===== src/rtl/pll_sup_pkg.sv =====
`default_nettype none
// ============================================================================
// Module      : pll_sup_pkg
// Description : Shared definitions for the PLL supervisor. This package holds
//               the 3-bit supervisor state encoding, the default values of the
//               sequencing parameters, and a helper that sizes the counters.
// Revision    : 1.0 - initial release
// ============================================================================
package pll_sup_pkg;

    // Supervisor state encoding
    localparam logic [2:0] c_ST_RESET     = 3'd0;
    localparam logic [2:0] c_ST_WAIT_LOCK = 3'd1;
    localparam logic [2:0] c_ST_SETTLE    = 3'd2;
    localparam logic [2:0] c_ST_RUN       = 3'd3;
    localparam logic [2:0] c_ST_FAILED    = 3'd4;

    // Default sequencing parameters
    localparam int c_DEF_RST_CYCLES    = 16;
    localparam int c_DEF_LOCK_TIMEOUT  = 65535;
    localparam int c_DEF_SETTLE_CYCLES = 128;
    localparam int c_DEF_MAX_RETRIES   = 3;
    localparam int c_DEF_CNT_W         = 8;

    // Width needed to hold the values 0..n-1. Never returns less than 1 bit.
    function automatic int cnt_width(input int n);
        return (n > 1) ? $clog2(n) : 1;
    endfunction

endpackage
`default_nettype wire


===== src/rtl/pll_supervisor_sync2.sv =====
`default_nettype none
// ============================================================================
// Module      : sync2
// Description : Generic two-flop synchronizer with an asynchronous,
//               active-low clear. It is used for single-bit or
//               quasi-static CDC signals.
// Ports       : clk_in   - destination clock
//               rst_n_in - asynchronous clear, active-low
//               d        - asynchronous input
//               q        - synchronized output (two destination cycles later)
// Revision    : 1.0 - initial release
// ============================================================================
module sync2 #(
    parameter int WIDTH = 1
) (
    input  logic             clk_in,
    input  logic             rst_n_in,
    input  logic [WIDTH-1:0] d,
    output logic [WIDTH-1:0] q
);

    logic [WIDTH-1:0] r_meta;
    logic [WIDTH-1:0] r_sync;

    always_ff @(posedge clk_in or negedge rst_n_in) begin
        if (!rst_n_in) begin
            r_meta <= '0;
            r_sync <= '0;
        end else begin
            r_meta <= d;
            r_sync <= r_meta;
        end
    end

    assign q = r_sync;

endmodule
`default_nettype wire


===== src/rtl/pll_supervisor.sv =====
`default_nettype none
// ============================================================================
// Module      : pll_supervisor
// Description : Sequences the ECP5 PLL. The block pulses the PLL reset and
//               waits for lock, giving up after a timeout. It then qualifies
//               lock over a settle window and releases the domain reset
//               request. While running it watches for lock loss. A bounded
//               number of failed attempts leads to a sticky FAILED state.
// Ports       : clk_in    - 100 MHz reference clock
//               rst_n_in  - asynchronous active-low reset
//               pll_lock  - PLL LOCK output (asynchronous)
//               retry_req - single-cycle request to restart sequencing
//               pll_rst   - PLL RST, active-high
//               rst_out   - domain reset request, active-high
//               locked    - high only in RUN
//               failed    - high only in FAILED
//               retry_cnt - failed attempts since last RUN entry / retry_req
//               loss_cnt  - lock losses seen in RUN, saturating
// Revision    : 1.0 - initial release
// ============================================================================
module pll_supervisor
    import pll_sup_pkg::*;
#(
    parameter int RST_CYCLES    = c_DEF_RST_CYCLES,
    parameter int LOCK_TIMEOUT  = c_DEF_LOCK_TIMEOUT,
    parameter int SETTLE_CYCLES = c_DEF_SETTLE_CYCLES,
    parameter int MAX_RETRIES   = c_DEF_MAX_RETRIES,
    parameter int CNT_W         = c_DEF_CNT_W
) (
    input  logic             clk_in,
    input  logic             rst_n_in,
    input  logic             pll_lock,
    input  logic             retry_req,
    output logic             pll_rst,
    output logic             rst_out,
    output logic             locked,
    output logic             failed,
    output logic [CNT_W-1:0] retry_cnt,
    output logic [CNT_W-1:0] loss_cnt
);

    localparam int c_PW = cnt_width(RST_CYCLES);
    localparam int c_TW = cnt_width(LOCK_TIMEOUT);
    localparam int c_SW = cnt_width(SETTLE_CYCLES);

    localparam logic [c_PW-1:0]  c_PHASE_LAST  = c_PW'(RST_CYCLES - 1);
    localparam logic [c_TW-1:0]  c_TMO_LAST    = c_TW'(LOCK_TIMEOUT - 1);
    localparam logic [c_SW-1:0]  c_SETTLE_LAST = c_SW'(SETTLE_CYCLES - 1);
    localparam logic [CNT_W-1:0] c_MAX_RETRY   = CNT_W'(MAX_RETRIES);

    logic             w_lock_s;

    logic [2:0]       r_state;
    logic [c_PW-1:0]  r_phase;
    logic [c_TW-1:0]  r_tmo;
    logic [c_SW-1:0]  r_settle;
    logic [CNT_W-1:0] r_retry;
    logic [CNT_W-1:0] r_loss;
    logic             r_pll_rst;
    logic             r_rst_out;
    logic             r_locked;
    logic             r_failed;

    logic [2:0]       w_state_nxt;
    logic [c_PW-1:0]  w_phase_nxt;
    logic [c_TW-1:0]  w_tmo_nxt;
    logic [c_SW-1:0]  w_settle_nxt;
    logic [CNT_W-1:0] w_retry_nxt;
    logic [CNT_W-1:0] w_loss_nxt;
    logic [CNT_W-1:0] w_retry_inc;

    sync2 #(
        .WIDTH (1)
    ) u_lock_sync (
        .clk_in   (clk_in),
        .rst_n_in (rst_n_in),
        .d        (pll_lock),
        .q        (w_lock_s)
    );

    assign w_retry_inc = r_retry + 1'b1;

    always_comb begin
        w_state_nxt  = r_state;
        w_phase_nxt  = r_phase;
        w_tmo_nxt    = r_tmo;
        w_settle_nxt = r_settle;
        w_retry_nxt  = r_retry;
        w_loss_nxt   = r_loss;

        if (retry_req) begin
            // A restart request overrides everything. This includes a lock
            // loss in the same cycle, so that loss is not counted.
            w_state_nxt = c_ST_RESET;
            w_phase_nxt = '0;
            w_retry_nxt = '0;
        end else begin
            case (r_state)
                c_ST_RESET: begin
                    if (r_phase == c_PHASE_LAST) begin
                        w_state_nxt = c_ST_WAIT_LOCK;
                        w_tmo_nxt   = '0;
                    end else begin
                        w_phase_nxt = r_phase + 1'b1;
                    end
                end
                c_ST_WAIT_LOCK: begin
                    if (w_lock_s) begin
                        // The cycle that first sees lock counts as the
                        // first qualified cycle of the settle window.
                        w_state_nxt  = c_ST_SETTLE;
                        w_settle_nxt = c_SW'(1);
                    end else if (r_tmo == c_TMO_LAST) begin
                        w_retry_nxt = w_retry_inc;
                        w_phase_nxt = '0;
                        w_state_nxt = (w_retry_inc == c_MAX_RETRY) ? c_ST_FAILED
                                                                   : c_ST_RESET;
                    end else begin
                        w_tmo_nxt = r_tmo + 1'b1;
                    end
                end
                c_ST_SETTLE: begin
                    if (!w_lock_s) begin
                        // A dropout during settle is not a failed attempt.
                        w_state_nxt = c_ST_WAIT_LOCK;
                        w_tmo_nxt   = '0;
                    end else if (r_settle >= c_SETTLE_LAST) begin
                        w_state_nxt = c_ST_RUN;
                        w_retry_nxt = '0;
                    end else begin
                        w_settle_nxt = r_settle + 1'b1;
                    end
                end
                c_ST_RUN: begin
                    if (!w_lock_s) begin
                        w_state_nxt = c_ST_RESET;
                        w_phase_nxt = '0;
                        if (r_loss != '1) begin
                            w_loss_nxt = r_loss + 1'b1;
                        end
                    end
                end
                c_ST_FAILED: begin
                    w_state_nxt = c_ST_FAILED;
                end
                default: begin
                    w_state_nxt = c_ST_RESET;
                    w_phase_nxt = '0;
                end
            endcase
        end
    end

    // Outputs are decoded from the next state. As a result they switch on
    // the same edge as the state register.
    always_ff @(posedge clk_in or negedge rst_n_in) begin
        if (!rst_n_in) begin
            r_state   <= c_ST_RESET;
            r_phase   <= '0;
            r_tmo     <= '0;
            r_settle  <= '0;
            r_retry   <= '0;
            r_loss    <= '0;
            r_pll_rst <= 1'b1;
            r_rst_out <= 1'b1;
            r_locked  <= 1'b0;
            r_failed  <= 1'b0;
        end else begin
            r_state   <= w_state_nxt;
            r_phase   <= w_phase_nxt;
            r_tmo     <= w_tmo_nxt;
            r_settle  <= w_settle_nxt;
            r_retry   <= w_retry_nxt;
            r_loss    <= w_loss_nxt;
            r_pll_rst <= (w_state_nxt == c_ST_RESET) || (w_state_nxt == c_ST_FAILED);
            r_rst_out <= (w_state_nxt != c_ST_RUN);
            r_locked  <= (w_state_nxt == c_ST_RUN);
            r_failed  <= (w_state_nxt == c_ST_FAILED);
        end
    end

    assign pll_rst   = r_pll_rst;
    assign rst_out   = r_rst_out;
    assign locked    = r_locked;
    assign failed    = r_failed;
    assign retry_cnt = r_retry;
    assign loss_cnt  = r_loss;

endmodule
`default_nettype wire


===== config.mk =====
export PLATFORM = sky130hd
export DESIGN_NAME = pll_supervisor
export DESIGN_NICKNAME = d
export VERILOG_FILES = /design/src/rtl/pll_sup_pkg.sv /design/src/rtl/pll_supervisor_sync2.sv /design/src/rtl/pll_supervisor.sv
export SDC_FILE = /design/constraint.sdc
export NUM_CORES = 1
export LEC_CHECK = 0
export CORE_MARGIN = 3
export CORE_UTILIZATION = 54
export CTS_BUF_LIST = sky130_fd_sc_hd__clkbuf_8
export DETAILED_ROUTE_END_ITERATION = 6
export GPL_ROUTABILITY_DRIVEN = 0
export PLACE_DENSITY = 0.85
export SYNTH_ARGS = -nofsm -noshare
export SYNTH_HDL_FRONTEND = slang
export SYNTH_HIERARCHICAL = 1
export SYNTH_SLANG_ARGS = --single-unit

===== constraint.sdc =====
create_clock -name clk_in -period 2 [get_ports clk_in]
set_clock_uncertainty 0.05 [all_clocks]
set_input_delay 0.2 -clock clk_in [delete_from_list [all_inputs] [get_ports clk_in]]
set_output_delay 0.2 -clock clk_in [all_outputs]
set_load 0.02 [all_outputs]

==> results of run 1 <==
==> worst min path at each step <==
stage / endpoint / slack (ns)
6_report: u_lock_sync/r_meta / 0.28
5_1_grt: u_lock_sync/r_meta / 0.29
4_1_cts: u_lock_sync/r_meta / 0.28
3_5_place_dp: retry_cnt[4] / 0.17
3_3_place_gp: retry_cnt[4] / 0.17
2_1_floorplan: failed / -0.15
==> logic make-up after synthesis <==
| logic type | synth area share [%] |
|---|---|
| simple gates | 26.8 |
| compound gates | 13.8 |
| flops | 44.4 |
| xor+xnor | 7.15 |
| buf+inv | 2.73 |
| fa+ha+maj | 2.98 |
| mux | 2.17 |
==> report_power, final <==
group | switching, W | internal, W
Clock | 0.000347 | 0.000277
Sequential | 0.0000155 | 0.00107
Combinational | 0.0000811 | 0.0000632
Total | 0.000444 | 0.00141
==> Yosys cell counts, types with 2 or more instances <==
cell / number
nor4_2: 5
o21ai_1: 3
or3_1: 3
nand3b_1: 2
or4b_1: 2
o21ai_0: 8
nor2_1: 24
nor4_4: 2
dfrtp_1: 50
inv_1: 7
nor3_1: 5
and4_1: 5
and2_1: 2
o31ai_1: 3
a21o_1: 3
a211o_1: 2
nor4_1: 4
clkbuf_1: 5
o211ai_1: 4
xnor2_1: 14
a21oi_1: 11
nand4_1: 6
mux2_2: 3
o41ai_1: 2
a31oi_1: 4
a22o_1: 2
and3_1: 11
nand2_1: 17
xor2_1: 10
dfstp_2: 2
nand2b_1: 2
nor2b_1: 3
nor2_2: 5
o2111ai_1: 3
ha_1: 7
nand3_1: 22
mux2i_1: 3
buf_2: 4
nor3b_1: 3
==> state kept, by name, indices dropped and copies added, names as in the netlist <==
name / count
r_state: 3
failed: 1
locked: 1
pll_rst: 1
rst_out: 1
u_lock_sync/r_meta: 1
r_tmo: 16
r_phase: 4
u_lock_sync/q: 1
retry_cnt: 8
loss_cnt: 8
r_settle: 7
==> layout make-up <==
| cell class | instances | area, µm² | area share [%] |
|---|---|---|---|
| clock buffer | 6 | 82.6 | 2.18 |
| clock inverter | 2 | 10.0 | 0.264 |
| inverter | 7 | 26.3 | 0.694 |
| multi-input combinational | 222 | 1630 | 43.1 |
| sequential | 52 | 1310 | 34.5 |
| tap | 70 | 87.6 | 2.31 |
| timing repair buffer | 74 | 644 | 17.0 |
==> critical path: cells and delay by family, from the launching register on <==
kind	cells	cell delay, ns
flops	1	0.41
buf+inv	1	0.18
fa+ha+maj	1	0.18
xor+xnor	1	0.18
compound gates	1	0.39
simple gates	3	0.48
==> metal layers <==
layer  track usage, %  part of all wire [%]  routed length [µm]  vias up
met5                0                     0                   0        -
met1             28.5                    43                2870     1247
met4             6.42                   1.4                  91        0
met2             37.9                    52                3490       73
li1                 -                     -                   -     1226
met3             4.51                   4.2                 286       11
==> per-stage QoR <==
step / utilization (%) / hold slack, ns / setup TNS, ns / cell area (µm²)
after floorplan: - / -0.146 / 0 / 2940
after global placement: 68.5 / 0.166 / -0.00471 / 3540
after detailed placement: 68.5 / 0.169 / -0.0760 / 3540
after CTS: 70.7 / 0.282 / 0 / 3660
after global routing: 73.2 / 0.286 / -0.458 / 3790
final: 73.2 / 0.284 / 0 / 3790
==> timing repair <==
action                                  in CTS  in global routing
endpoints found under the setup margin       5                 24
setup buffers                                0                  7
gates cloned                                 0                  1
pin swaps                                    0                  8
gates resized for setup                      2                 16
hold buffers                                 1                  0
endpoints found under the hold margin       22                  0
==> results.md, run 1 <==
- Outcome: finished, final reports clean
- # setup viols final: 0
- Top Ports: 24
- Syn_area_per_cell: 10.1 µm²
- Core footprint: approximately 0.0052 mm²
- # rows: 26
- Area leader, netlist: dfrtp_1
- CP Data Arrival Time: 2.12 ns
- Max FO, Critical Path: 4
- Hold Crit Class: input port to flop
- R2R setup slack: a little under 0.02 ns
- Vias: roughly 2600
- R2r startpoint: r_tmo[1]
- Hpwl dp: 4.80 mm
- Initial antenna violation count: 0
- WS Path Type: flop to flop
- Residual DRC: 0
- Worst VDD drop: about 0.45 mV
- PortBufs: 23
- Maxcap violations: 0
- CTS tree: yes
- RSZ-0062 raised after global routing: true
- Mapped Nets: a little over 300
- First-pass GRT wire length: approximately 11 mm
- Critical path endpoint: r_tmo[7]
- Post-Synthesis Cells: 292
- Most common cell after layout, fill and taps aside: dfrtp_1
- Hold_sp: pll_lock
- Nets: around 370
- Netlist Area Pre-Place: 0.00294 mm²
- Final Hold Viols: 0
- DR WL/cell: 15.5 µm
- Pin count of the biggest net entering global routing: 30
- Top_reg_cell synth: dfrtp_1
- Slowest cell on the critical path: dfrtp_1
- Ys async rst share: 100%
- Slew margin rel.: around 63%
- Hold path depth: 1
- Clk sinks: 52
- Via density: 5.91
- Register-to-Register Path Depth: 7
- CTS root buffer: clkbuf_8
- Crit path largest cell delay: between 0.4 and 0.5 ns
- Worst r2r dst: r_tmo[7]
- CTS H-tree depth: 2
- Max Root-Sink Buffers: 2
- Period utilization: slightly below 100%
- Gr usage total: ~22%
- Worst Setup End Kind: flop
- LEAKAGE: between 1.5 and 2 nW
- Top post-synthesis cells by area: dfrtp_1 43%, xnor2_1 4.2%, nand3_1 3.7%
- Top cell type's share of synthesized area: between 40% and 50%
- Crit path launch: r_tmo[1]
- Vias in the first global route: 2471
- Die W: around 80 µm
- Synth warn: 6
- Ant diodes: 0
- Final ANT Viol Nets: 0
- Pre-CTS WS: -0.0681 ns
- Routed WL: 6.73 mm
- Data required, critical path: roughly 2.1 ns
- Num CTS Buffers: 5
- Number of synthesized flops with an enable pin: 0
- Final worst setup slack: 0.0199 ns
- Grt total ovfl: 0
- Layout Cells excl Fill: between 400 and 500
- Slew Viols, Final: 0
- #FFs+latches synth: 52
- Die ar.: 0.00636 mm²
- Drt first pass iters: 4
- Placed insts: approximately 420
- Slew @ Worst Pin: about 0.55 ns
- Die H: between 70 and 80 µm
- Initial core utilization: a little under three fifths
- P per Cell Area: about 490 mW/mm²
- Final worst path period need: 1.98 ns
- CP Launch Type: flop
- Max Clk Rate: slightly above 0.5 GHz
- Area grow syn2layout: 28.9%
- Filler cell count: between 300 and 400
- DRT iter0 DRCs: just under 200
- Reg clk slew, reported paths: ~0.090 ns
- Yosys cell types: just under 60
- Sequential-to-total area share from yosys stat: 44.4%
- Tot Pwr: between 0.0015 and 0.002 W
- Clock latency on the worst-skew pair: 0.31 ns
- Commonest cells after routing, fill and taps aside: 49 x dfrtp_1, 44 x buf_4, 24 x nor2_1
- Cell-by-cell trace of the critical path: ha_2 -> and4_1 -> and3_1 -> buf_4 -> a2111oi_2 -> xnor2_1 -> nor2_1
- Share of post-route cells with drive strength above 1: a little over a quarter
Note: power is estimated with default switching activity, not from simulation.
==> run 2: changes to the inputs <==
Settings changed: CORE_UTILIZATION 54 to 52, CTS_BUF_LIST sky130_fd_sc_hd__clkbuf_8 to not set, PLACE_DENSITY 0.85 to 0.82.
==> run 2 against run 1 <==
  * Total power down 0.53%
  * Setup slack gained 0.0025 ns
  * Combinational power decreased by 3%
  * Register-to-register slack about the same
  * Cell count decreased by 0.46%
  * Utilization shrank 0.14 points
  * First-iteration DRC count down 6.7%
  * Highest routed layer unchanged
  * Clock-buffer cell count did not move
  * Fmax is 0.13% higher
  * Via count grew 0.70%
  * Largest cell class unchanged
  * Design area up 1.7%
==> results.md, run 2 (synthesized netlist as in run 1, its figures left out) <==
- Outcome: finished, final reports clean
- # rows: 26
- Initial antenna violation count: 0
- First-pass GRT wire length: between 10 and 15 mm
- Core footprint: roughly 0.0053 mm²
- Nets: 371
- Final hold slack: 0.274 ns
- Placed insts: roughly 420
- Most used cell, CP: buf_4
- Crit path launch: r_tmo[5]
- Clk sinks: 52
- Maxcap violations: 0
- Filler cell count: between 300 and 400
- Area grow syn2layout: 31.0%
- LEAKAGE: approximately 1.7 nW
- Grt peak-use layer: met2
- Slew @ Worst Pin: ~0.65 ns
- # setup viols final: 0
- PortBufs: 23
- Hpwl dp: about 4.8 mm
- Vias in the first global route: 2509
- Hold Crit Class: input port to flop
- Residual DRC: 0
- Die H: roughly 81 µm
- Reg clk slew, reported paths: roughly 0.090 ns
- Grt met2 use: between 30 and 40%
- Final Hold Viols: 0
- Pre-CTS WS: -0.0585 ns
- Met1 Use GR: between 20 and 30%
- Commonest cells after routing, fill and taps aside: 48 x dfrtp_1, 45 x buf_4, 24 x nor2_1
- Worst Setup End Kind: flop
- CP Data Arrival Time: between 2 and 2.5 ns
- Cell family with most CP delay: simple AND/OR/NAND/NOR gates
- Period utilization: 98.9%
- Drt first pass iters: 4
- Grt total ovfl: 0
- Clock latency on the worst-skew pair: approximately 0.31 ns
- Final worst setup slack: ~0.022 ns
- Most common cell after layout, fill and taps aside: dfrtp_1
- Share of post-route cells with drive strength above 1: 26.6%
- Via density: 5.97
- Largest Register: r_tmo
- WP buf/inv: 2
- Data required, critical path: 2.14 ns
- CTS H-tree depth: 2
- CTS root buffer: clkbuf_8
- Num CTS Buffers: 5
- Slew margin rel.: a little under three fifths
- Gr usage total: about 23%
- Ant diodes: 0
- WS Path Type: flop to flop
- Pin count of the biggest net entering global routing: 53
- Layout Cells excl Fill: between 400 and 500
- Vias: 2575
- Final Instance Area: between 0.003 and 0.004 mm²
- Routed WL: around 7.0 mm
- Slowest cell on the critical path: or4_4
- R2r startpoint: r_tmo[5]
- Slew Viols, Final: 0
- Final ANT Viol Nets: 0
- Worst VDD drop: 0.515 mV
- Cell-by-cell trace of the critical path: nand2_2 -> or4_4 -> buf_4 -> o21ai_2 -> buf_4 -> nand2_1 -> o41ai_1
- Top Ports: 24
- Max Root-Sink Buffers: 2
- Dpl cell area: between 0.003 and 0.004 mm²
- DRT iter0 DRCs: ~180
- Die ar.: 0.00659 mm²
- Multi-input gate area: approximately 0.0017 mm²
- Final design utilization: between 70% and 80%
- Crit path largest cell delay: around 0.62 ns
- Max FO, Critical Path: 7
- CP Launch Type: flop
- Max Clk Rate: a little over 0.5 GHz
- Die W: a little over 80 µm
- Max reg flops: 16
- Initial core utilization: a little under three fifths
- Final worst path period need: slightly below 2 ns
- DR WL/cell: roughly 16 µm
- Hold_sp: pll_lock
- P per Cell Area: 479 mW/mm²
- CTS tree: yes
- Sequential Area: around 0.0013 mm²
- Met3 GRT Util: under 10%
==> run 2: layout make-up <==
type	instances	area share, %
multi-input cells	222	44.5
flip-flops and latches	52	33.9
repair buffers	72	16.2
well taps	70	2.27
clock buffers	6	2.14
inverters	7	0.682
clock inverters	2	0.260
==> run 2: per-layer routing <==
| metal | wire, µm | up-vias |
|---|---|---|
| met4 | 77 | 0 |
| met2 | 3690 | 67 |
| li1 | - | 1211 |
| met5 | 0 | - |
| met3 | 336 | 9 |
| met1 | 2930 | 1288 |
==> run 2: path summary, 6_finish.rpt <==
check,to,slack (ns),cells past startpoint
max,r_tmo[0],0.02,7
min in group asynchronous,retry_cnt[7],0.47,3
max reg2reg,r_tmo[0],0.02,7
min reg2reg,u_lock_sync/q,0.33,0
min,u_lock_sync/r_meta,0.27,1
max in group asynchronous,r_phase[0],0.95,3
==> run 2: worst reg2reg max path: stages, from the launching register on <==
cell     delay [ns]
dfrtp_1        0.39
nand2_2        0.07
or4_4          0.62
buf_4          0.18
o21ai_2        0.25
buf_4          0.17
nand2_1        0.05
o41ai_1        0.07
==> run 2: power breakdown <==
group | total (W) | switching (W) | internal [W]
sequential | 0.00109 | 0.0000175 | 0.00107
clock | 0.000617 | 0.000341 | 0.000277
combinational | 0.000139 | 0.0000834 | 0.0000561
total | 0.00184 | 0.000442 | 0.00140
==> run 2: repair_timing <==
item | in CTS | in global routing
buffers inserted | 0 | 6
setup endpoints to repair | 10 | 26
pin swaps | 2 | 7
gates resized for setup | 5 | 22
hold buffers | 1 | 0
cloned | 0 | 0
hold endpoints to repair | 50 | 0
==> run 2: stage by stage <==
stage          setup TNS [ns]  total power (W)
5_1_grt                -0.182          0.00193
6_report                    0          0.00184
3_5_place_dp           -0.216          0.00124
3_3_place_gp          -0.0110          0.00123
4_1_cts                     0          0.00184
2_1_floorplan               0          0.00117
